$ cat src/rtl/alu_bitserial_seq.sv
// Bit-serial sequencer around a single external 1-bit ALU slice.
// Operands are fed LSB first, one bit per clock; carry, flags and SLT are resolved after the MSB cycle.
module alu_bitserial_seq #(
    parameter int WIDTH = 32,
    parameter int CNT_W = 5
) (
    input  logic             clk,
    input  logic             rst_n,
    input  logic             start,
    input  logic [2:0]       op,
    input  logic [WIDTH-1:0] opa,
    input  logic [WIDTH-1:0] opb,
    output logic             busy,
    output logic             done,
    output logic             err,
    output logic [WIDTH-1:0] result,
    output logic             cout,
    output logic             ovf,
    output logic             zero,
    output logic             alu_a,
    output logic             alu_b,
    output logic             alu_cin,
    output logic             alu_less,
    output logic [2:0]       alu_signal,
    input  logic             alu_out,
    input  logic             alu_cout,
    input  logic             alu_set
);

    // state  | meaning
    // S_IDLE | waiting for start; done pulses here for one cycle after FIN
    // S_RUN  | one operand bit per cycle through the slice, LSB first
    // S_FIN  | final result and flags written to the output registers
    typedef enum logic [1:0] {
        S_IDLE = 2'd0,
        S_RUN  = 2'd1,
        S_FIN  = 2'd2
    } state_t;

    localparam logic [2:0] OP_AND = 3'b000;
    localparam logic [2:0] OP_OR  = 3'b001;
    localparam logic [2:0] OP_ADD = 3'b010;
    localparam logic [2:0] OP_SUB = 3'b110;
    localparam logic [2:0] OP_SLT = 3'b111;
    localparam logic [CNT_W-1:0] LAST_BIT = CNT_W'(WIDTH - 1);

    state_t           state_q, state_d;
    logic [CNT_W-1:0] cnt_q, cnt_d;
    logic             carry_q, carry_d;
    logic [WIDTH-1:0] opa_q, opa_d;
    logic [WIDTH-1:0] opb_q, opb_d;
    logic [2:0]       op_q, op_d;
    logic [WIDTH-1:0] shreg_q, shreg_d;
    logic             err_pend_q, err_pend_d;
    logic             msb_set_q, msb_set_d;
    logic             msb_cout_q, msb_cout_d;
    logic             msb_ovf_q, msb_ovf_d;
    logic [WIDTH-1:0] result_q, result_d;
    logic             cout_q, cout_d;
    logic             ovf_q, ovf_d;
    logic             zero_q, zero_d;
    logic             err_q, err_d;
    logic             done_q, done_d;

    logic             op_legal;
    logic             op_is_logic;
    logic [WIDTH-1:0] final_res;

    always_comb begin
        op_legal = (op == OP_AND) || (op == OP_OR) || (op == OP_ADD) ||
                   (op == OP_SUB) || (op == OP_SLT);
    end

    always_ff @(posedge clk) begin
        if (!rst_n) begin
            state_q    <= S_IDLE;
            cnt_q      <= '0;
            carry_q    <= 1'b0;
            opa_q      <= '0;
            opb_q      <= '0;
            op_q       <= '0;
            shreg_q    <= '0;
            err_pend_q <= 1'b0;
            msb_set_q  <= 1'b0;
            msb_cout_q <= 1'b0;
            msb_ovf_q  <= 1'b0;
            result_q   <= '0;
            cout_q     <= 1'b0;
            ovf_q      <= 1'b0;
            zero_q     <= 1'b1;
            err_q      <= 1'b0;
            done_q     <= 1'b0;
        end else begin
            state_q    <= state_d;
            cnt_q      <= cnt_d;
            carry_q    <= carry_d;
            opa_q      <= opa_d;
            opb_q      <= opb_d;
            op_q       <= op_d;
            shreg_q    <= shreg_d;
            err_pend_q <= err_pend_d;
            msb_set_q  <= msb_set_d;
            msb_cout_q <= msb_cout_d;
            msb_ovf_q  <= msb_ovf_d;
            result_q   <= result_d;
            cout_q     <= cout_d;
            ovf_q      <= ovf_d;
            zero_q     <= zero_d;
            err_q      <= err_d;
            done_q     <= done_d;
        end
    end

    // SLT replaces the shifted-in bits with the sign of A-B corrected for overflow
    always_comb begin
        op_is_logic = (op_q[1] == 1'b0);
        if (err_pend_q) begin
            final_res = '0;
        end else if (op_q == OP_SLT) begin
            final_res = {{(WIDTH-1){1'b0}}, msb_set_q ^ msb_ovf_q};
        end else begin
            final_res = shreg_q;
        end
    end

    always_comb begin
        state_d    = state_q;
        cnt_d      = cnt_q;
        carry_d    = carry_q;
        opa_d      = opa_q;
        opb_d      = opb_q;
        op_d       = op_q;
        shreg_d    = shreg_q;
        err_pend_d = err_pend_q;
        msb_set_d  = msb_set_q;
        msb_cout_d = msb_cout_q;
        msb_ovf_d  = msb_ovf_q;
        result_d   = result_q;
        cout_d     = cout_q;
        ovf_d      = ovf_q;
        zero_d     = zero_q;
        err_d      = err_q;
        done_d     = (state_q == S_FIN);

        case (state_q)
            S_IDLE: begin
                if (start) begin
                    if (op_legal) begin
                        opa_d      = opa;
                        opb_d      = opb;
                        op_d       = op;
                        cnt_d      = '0;
                        carry_d    = op[2];
                        err_pend_d = 1'b0;
                        state_d    = S_RUN;
                    end else begin
                        err_pend_d = 1'b1;
                        state_d    = S_FIN;
                    end
                end
            end
            S_RUN: begin
                shreg_d = {alu_out, shreg_q[WIDTH-1:1]};
                carry_d = alu_cout;
                cnt_d   = cnt_q + 1'b1;
                if (cnt_q == LAST_BIT) begin
                    msb_set_d  = alu_set;
                    msb_cout_d = alu_cout;
                    msb_ovf_d  = carry_q ^ alu_cout;
                    state_d    = S_FIN;
                end
            end
            S_FIN: begin
                result_d = final_res;
                zero_d   = (final_res == '0);
                err_d    = err_pend_q;
                if (err_pend_q || op_is_logic) begin
                    cout_d = 1'b0;
                    ovf_d  = 1'b0;
                end else begin
                    cout_d = msb_cout_q;
                    ovf_d  = msb_ovf_q;
                end
                state_d = S_IDLE;
            end
            default: begin
                state_d = S_IDLE;
            end
        endcase
    end

    always_comb begin
        alu_a      = 1'b0;
        alu_b      = 1'b0;
        alu_cin    = 1'b0;
        alu_less   = 1'b0;
        alu_signal = op_q;
        if (state_q == S_RUN) begin
            alu_a   = opa_q[cnt_q];
            alu_b   = opb_q[cnt_q];
            alu_cin = carry_q;
        end
    end

    assign busy   = (state_q == S_RUN) || (state_q == S_FIN);
    assign done   = done_q;
    assign err    = err_q;
    assign result = result_q;
    assign cout   = cout_q;
    assign ovf    = ovf_q;
    assign zero   = zero_q;

endmodule
$ cat config.mk
export PLATFORM = sky130hd
export DESIGN_NAME = alu_bitserial_seq
export DESIGN_NICKNAME = d
export VERILOG_FILES = /design/src/rtl/alu_bitserial_seq.sv
export SDC_FILE = /design/constraint.sdc
export NUM_CORES = 1
export LEC_CHECK = 0
export BUFFER_PORTS_ARGS = -buffer_cell sky130_fd_sc_hd__buf_2
export CAP_MARGIN = 15
export CELL_PAD_IN_SITES_DETAIL_PLACEMENT = 1
export CELL_PAD_IN_SITES_GLOBAL_PLACEMENT = 1
export CORE_MARGIN = 4
export CORE_UTILIZATION = 44
export DETAILED_ROUTE_END_ITERATION = 16
export GPL_TIMING_DRIVEN = 0
export PLACE_DENSITY_LB_ADDON = 0.1
export SLEW_MARGIN = 20
export SYNTH_ARGS = -nofsm -noshare
export SYNTH_HDL_FRONTEND = slang
export SYNTH_SLANG_ARGS = --single-unit
$ cat constraint.sdc
create_clock -name clk -period 3.41 [get_ports clk]
set_clock_uncertainty 0.15 [all_clocks]
set_input_delay 0.682 -clock clk [delete_from_list [all_inputs] [get_ports clk]]
set_output_delay 0.682 -clock clk [all_outputs]
set_load 0.01 [all_outputs]
# After elaboration in Yosys (flattened, before gate mapping)
# Cells that the tools add are included.
# Widths: inputs -> output; s select.
# word_totals
inputBits,73
reg_bits,148
out_inout_bits,45
# classes
add_sub_neg,1
magnitude_cmp,1
n_eq_ne,11
muxes,22
reduce_logical,15
bitwise,3
# ops
cell,n
$mux 32,2
$logic_not 32->1,1
$bmux 1 s5,2
$mux 1,10
$mux 5,2
$pmux 5 s2,1
$eq 3x3->1 const B,3
$logic_or 1x1->1,6
$lt 5x6->1 const B,1
$mux 2,3
$ne 2x2->1 const B,3
$reduce_and 2->1,3
$reduce_and 3->1,2
$add 5x1->5 const B,1
$eq 5x5->1 const B,1
$pmux 2 s2,1
$eq 3x1->1 const B,1
$eq 3x2->1 const B,1
$logic_not 3->1,1
$eq 2x1->1 const B,1
$eq 2x2->1 const B,1
$logic_not 2->1,1
$pmux 1 s2,1
$reduce_bool 2->1,1
2 further kinds,3

# Longest topological paths before layout
# logic_depth
ltp_word,8
depth_mapped,9
depth_no_buf,7

# Worst setup path before layout
# OpenSTA, ideal clock, no wires.
# synth_timing
path_kind,register to output
startpoint,register cnt_q[1]
endpoint,output alu_b
t_arrival_ns,1.517
path_stages_with_launch,7
n_path_buf,2
slack_ns,1.061
cell_sequence,dfxtp_1 -> buf_6 -> buf_2 -> mux4_2 -> nand2_1 -> nand4_1 -> o311a_1
# synth_via
elab_chain_len,3
# synth_lines
element,line_no,text
start: declaration,48,"logic [CNT_W-1:0] cnt_q, cnt_d;"
start signal: assignment,95,cnt_q <= cnt_d;
$bmux 1 s5,200,alu_b = opb_q[cnt_q];
$mux 1 (not written as such),200,
$mux 1,198,if (state_q == S_RUN) begin
end: declaration,21,"output logic alu_b,"
# No other way between the ends. The select of a mux whose other input is x is not followed.

# Worst setup path in the final report
# Same ends and word-level chain as after synthesis.

==> out/summary.txt <==
GR Util met1 -> 30.26%
CP top delay family -> buffers and inverters
Share of layout cells above drive strength 1 -> 21.33%
Synth async-reset ratio -> 0%
Mux contribution to synthesized area -> 12.26%
Synthesis-to-finish area growth -> 22.52%
Die area -> 0.01557 mm²
Setup ws final -> 202.9 ps
Crit-path most repeated cell -> buf_2
Core box area -> 0.01330 mm²
Synth Area in XOR/XNOR -> 0.2919%
Kind of critical path -> reg -> out
GRT Max-Usage Layer -> met2
GPL Wtd Cong -> 0.7886
Worst min path class -> reg -> reg
Layout fillers -> 1641
Antenna cells -> 0
Critical path depth -> 7
Routed vias -> 5399
H-tree depth -> 4
WL/cell -> 17.15 µm
# IOs -> 118
Vias in the first global route -> 5689
Largest net degree at the start of global routing -> 17
Chip height -> 124.8 µm
Top post-synthesis cells by count -> nand2_1, dfxtp_1, a21oi_1
Synth top area share -> 49.37%
Root Buffer -> clkbuf_16
Hold Startpoint -> opb_q[13]
Worst-Margin Slew -> 702.9 ps
Synth area leaders -> dfxtp_1, nand2_1, a21oi_1, mux2i_1, mux4_2
Die X -> 124.8 µm
Register-to-Register Path Depth -> 8
Synth Area per Inst -> 8.597 µm²
Insertion delay to the later sink of the worst-skew pair -> 420 ps
Largest area contributor in the netlist -> dfxtp_1
Initial Util -> 45.13%
Util after Layout -> 55.30%
CTS tree -> built
Met2 global-route usage -> 37.31%
Worst-path maximum fanout -> 10
Compound-Gate Fraction of Synth Area -> 12.05%
Final period util -> 94.05%
Syn Inst Count -> 698
Total clock buffers created by CTS -> 17
Critical path startpoint -> cnt_q[1]
Mapped Area -> 0.006001 mm²
Outcome -> complete, no violations
Reg clk slew, reported paths -> 60 ps
Max_cap viols -> 0
Row count -> 42
Hold depth -> 2
Drt pass-1 iters -> 5
Setup WS pre-CTS -> 658.2 ps
Count leader, synth -> nand2_1
Syn Nets -> 776
Max_slew headroom -> 53.14%
Top_reg_cell synth -> dfxtp_1
DP HPWL -> 12630 µm
Crit path DAT -> 2380 ps
Adder-cell share of the synthesized area -> 1.043%
Sequential cell area fraction in the yosys report -> 49.37%
Largest family of logic cells by synthesized area -> simple AND/OR/NAND/NOR gates
Final setup fails -> 0
Number of enable flip-flop cells after synthesis -> 0
Largest stage delay on the critical path -> 550 ps
Post-route minimum period -> 3207 ps
Post-Synth Simple-Gate Area -> 20.35%
Fin nets -> 911
Initial antenna violation count -> 0
Clock tree buffer depth -> 2
Number of synthesized register bits -> 148
Fin. Hold Viols -> 0
PostCTS Resize Cnt -> 0
Number of library cell types mapped by synthesis -> 43
Initial drt markers -> 332
Global-route total usage across every layer -> 22.77%
Peak VDD IR -> 0.3131 mV
Total gr overflow -> 0
Critical Path, Cell by Cell -> buf_6, buf_2, mux4_2, nand2_1, nand4_1, o311a_1, buf_2
Crit. End Element -> output port
TNS Setup -> 0 ps
Port bufs -> 116
M3 GR Usage -> 4.674%
First-pass GRT wire length -> 28850 µm
PD cells -> 552.3 mW/mm²
Ys Warns -> 0
DRC -> 0
Total leakage power -> 2.912 nW
Setup bufs post-CTS -> 0
Critical path required time -> 2580 ps
RSZ-0062 raised after global routing -> no
Max Slew Vio Count -> 0
RR Startpoint -> state_q[0]
Number of hold buffers added after CTS -> 0
# clock sinks -> 148
Startpoint Class -> register
Crit path buf inv count -> 3
Max Fclk -> 311.8 MHz
Via density -> 5.293
Post-route ant nets -> 0
Slowest-stage cell, CP -> mux4_2
Final WL -> 17490 µm
==> cells in the final DEF, fill, tap and decap left out, types with 3 or more instances in the layout <==
master,n
a21oi_1,106
a32oi_1,3
and3_1,4
buf_1,4
buf_2,131
clkbuf_1,30
clkbuf_16,17
clkbuf_8,3
clkinv_2,6
dfxtp_1,148
ha_1,5
inv_1,8
mux2i_1,39
mux4_2,13
nand2_1,182
nand3_1,42
nand4_1,3
nor2_1,47
nor2b_1,3
nor4_1,7
o21ai_0,6
==> power breakdown <==
group          switching (mW)  leakage (nW)  internal [mW]
Sequential             0.0430          1.20           1.80
Clock                   0.695         0.273           1.04
Combinational           0.308          1.44          0.170
Total                    1.05          2.91           3.01
==> worst paths after layout <==
check | to | slack (ps)
worst max-delay path | alu_b | 200
worst min-delay path | opb_q[13] | 300
worst max register to register | opa_q[27] | 1220
worst min register to register | opb_q[13] | 300
==> worst reg2reg max path, stage by stage (launching register included) <==
cell and delay (ps):
dfxtp_1 370, inv_1 80, ha_1 230, and2_1 190
nand3_1 210, buf_2 300, buf_2 260, nand2_1 90
a21oi_1 220
==> per-stage QoR <==
step           hold WS, ps  instance area (µm²)  power, mW  cells
6_report             302.0                 7352      4.061   1020
5_1_grt              318.0                 7352      4.233   1020
4_1_cts              304.7                 7352      4.092   1020
3_5_place_dp         297.3                 6802      2.353    990
3_3_place_gp         289.1                 6802      2.331    990
2_1_floorplan        281.5                 6001      2.177    698
==> area by class of cell <==
type	count	area [µm²]	share of cell area [%]
inverter	9	33.78	0.4595
clock inverter	10	83.83	1.140
sequential	148	2963	40.30
timing repair buffer	116	580.6	7.897
clock buffer	20	466.7	6.348
buffer	53	240.2	3.268
multi-input combinational	488	2764	37.59
tap	176	220.2	2.995
==> logic make-up after synthesis <==
family,Yosys count
and+or+nand+nor,295
muxes,54
xor gates and xnor gates,2
adders and majority gates,5
other,1
buffers and inverters,62
DFF,148
AOI/OAI and AO/OA,131
==> layer usage <==
metal / routed length [µm] / vias up
met1: 8229 / 2612
li1: - / 2655
met4: 201 / 0
met3: 807 / 18
met2: 8255 / 114
met5: 0 / -
==> flip-flops by register name (all words and copies together) (netlist names), 2 cells and up <==
signal      flops
alu_signal      3
state_q         2
shreg_q        32
result         32
opa_q          32
cnt_q           5
opb_q          32
No activity file was read; power rests on OpenSTA's default activity.
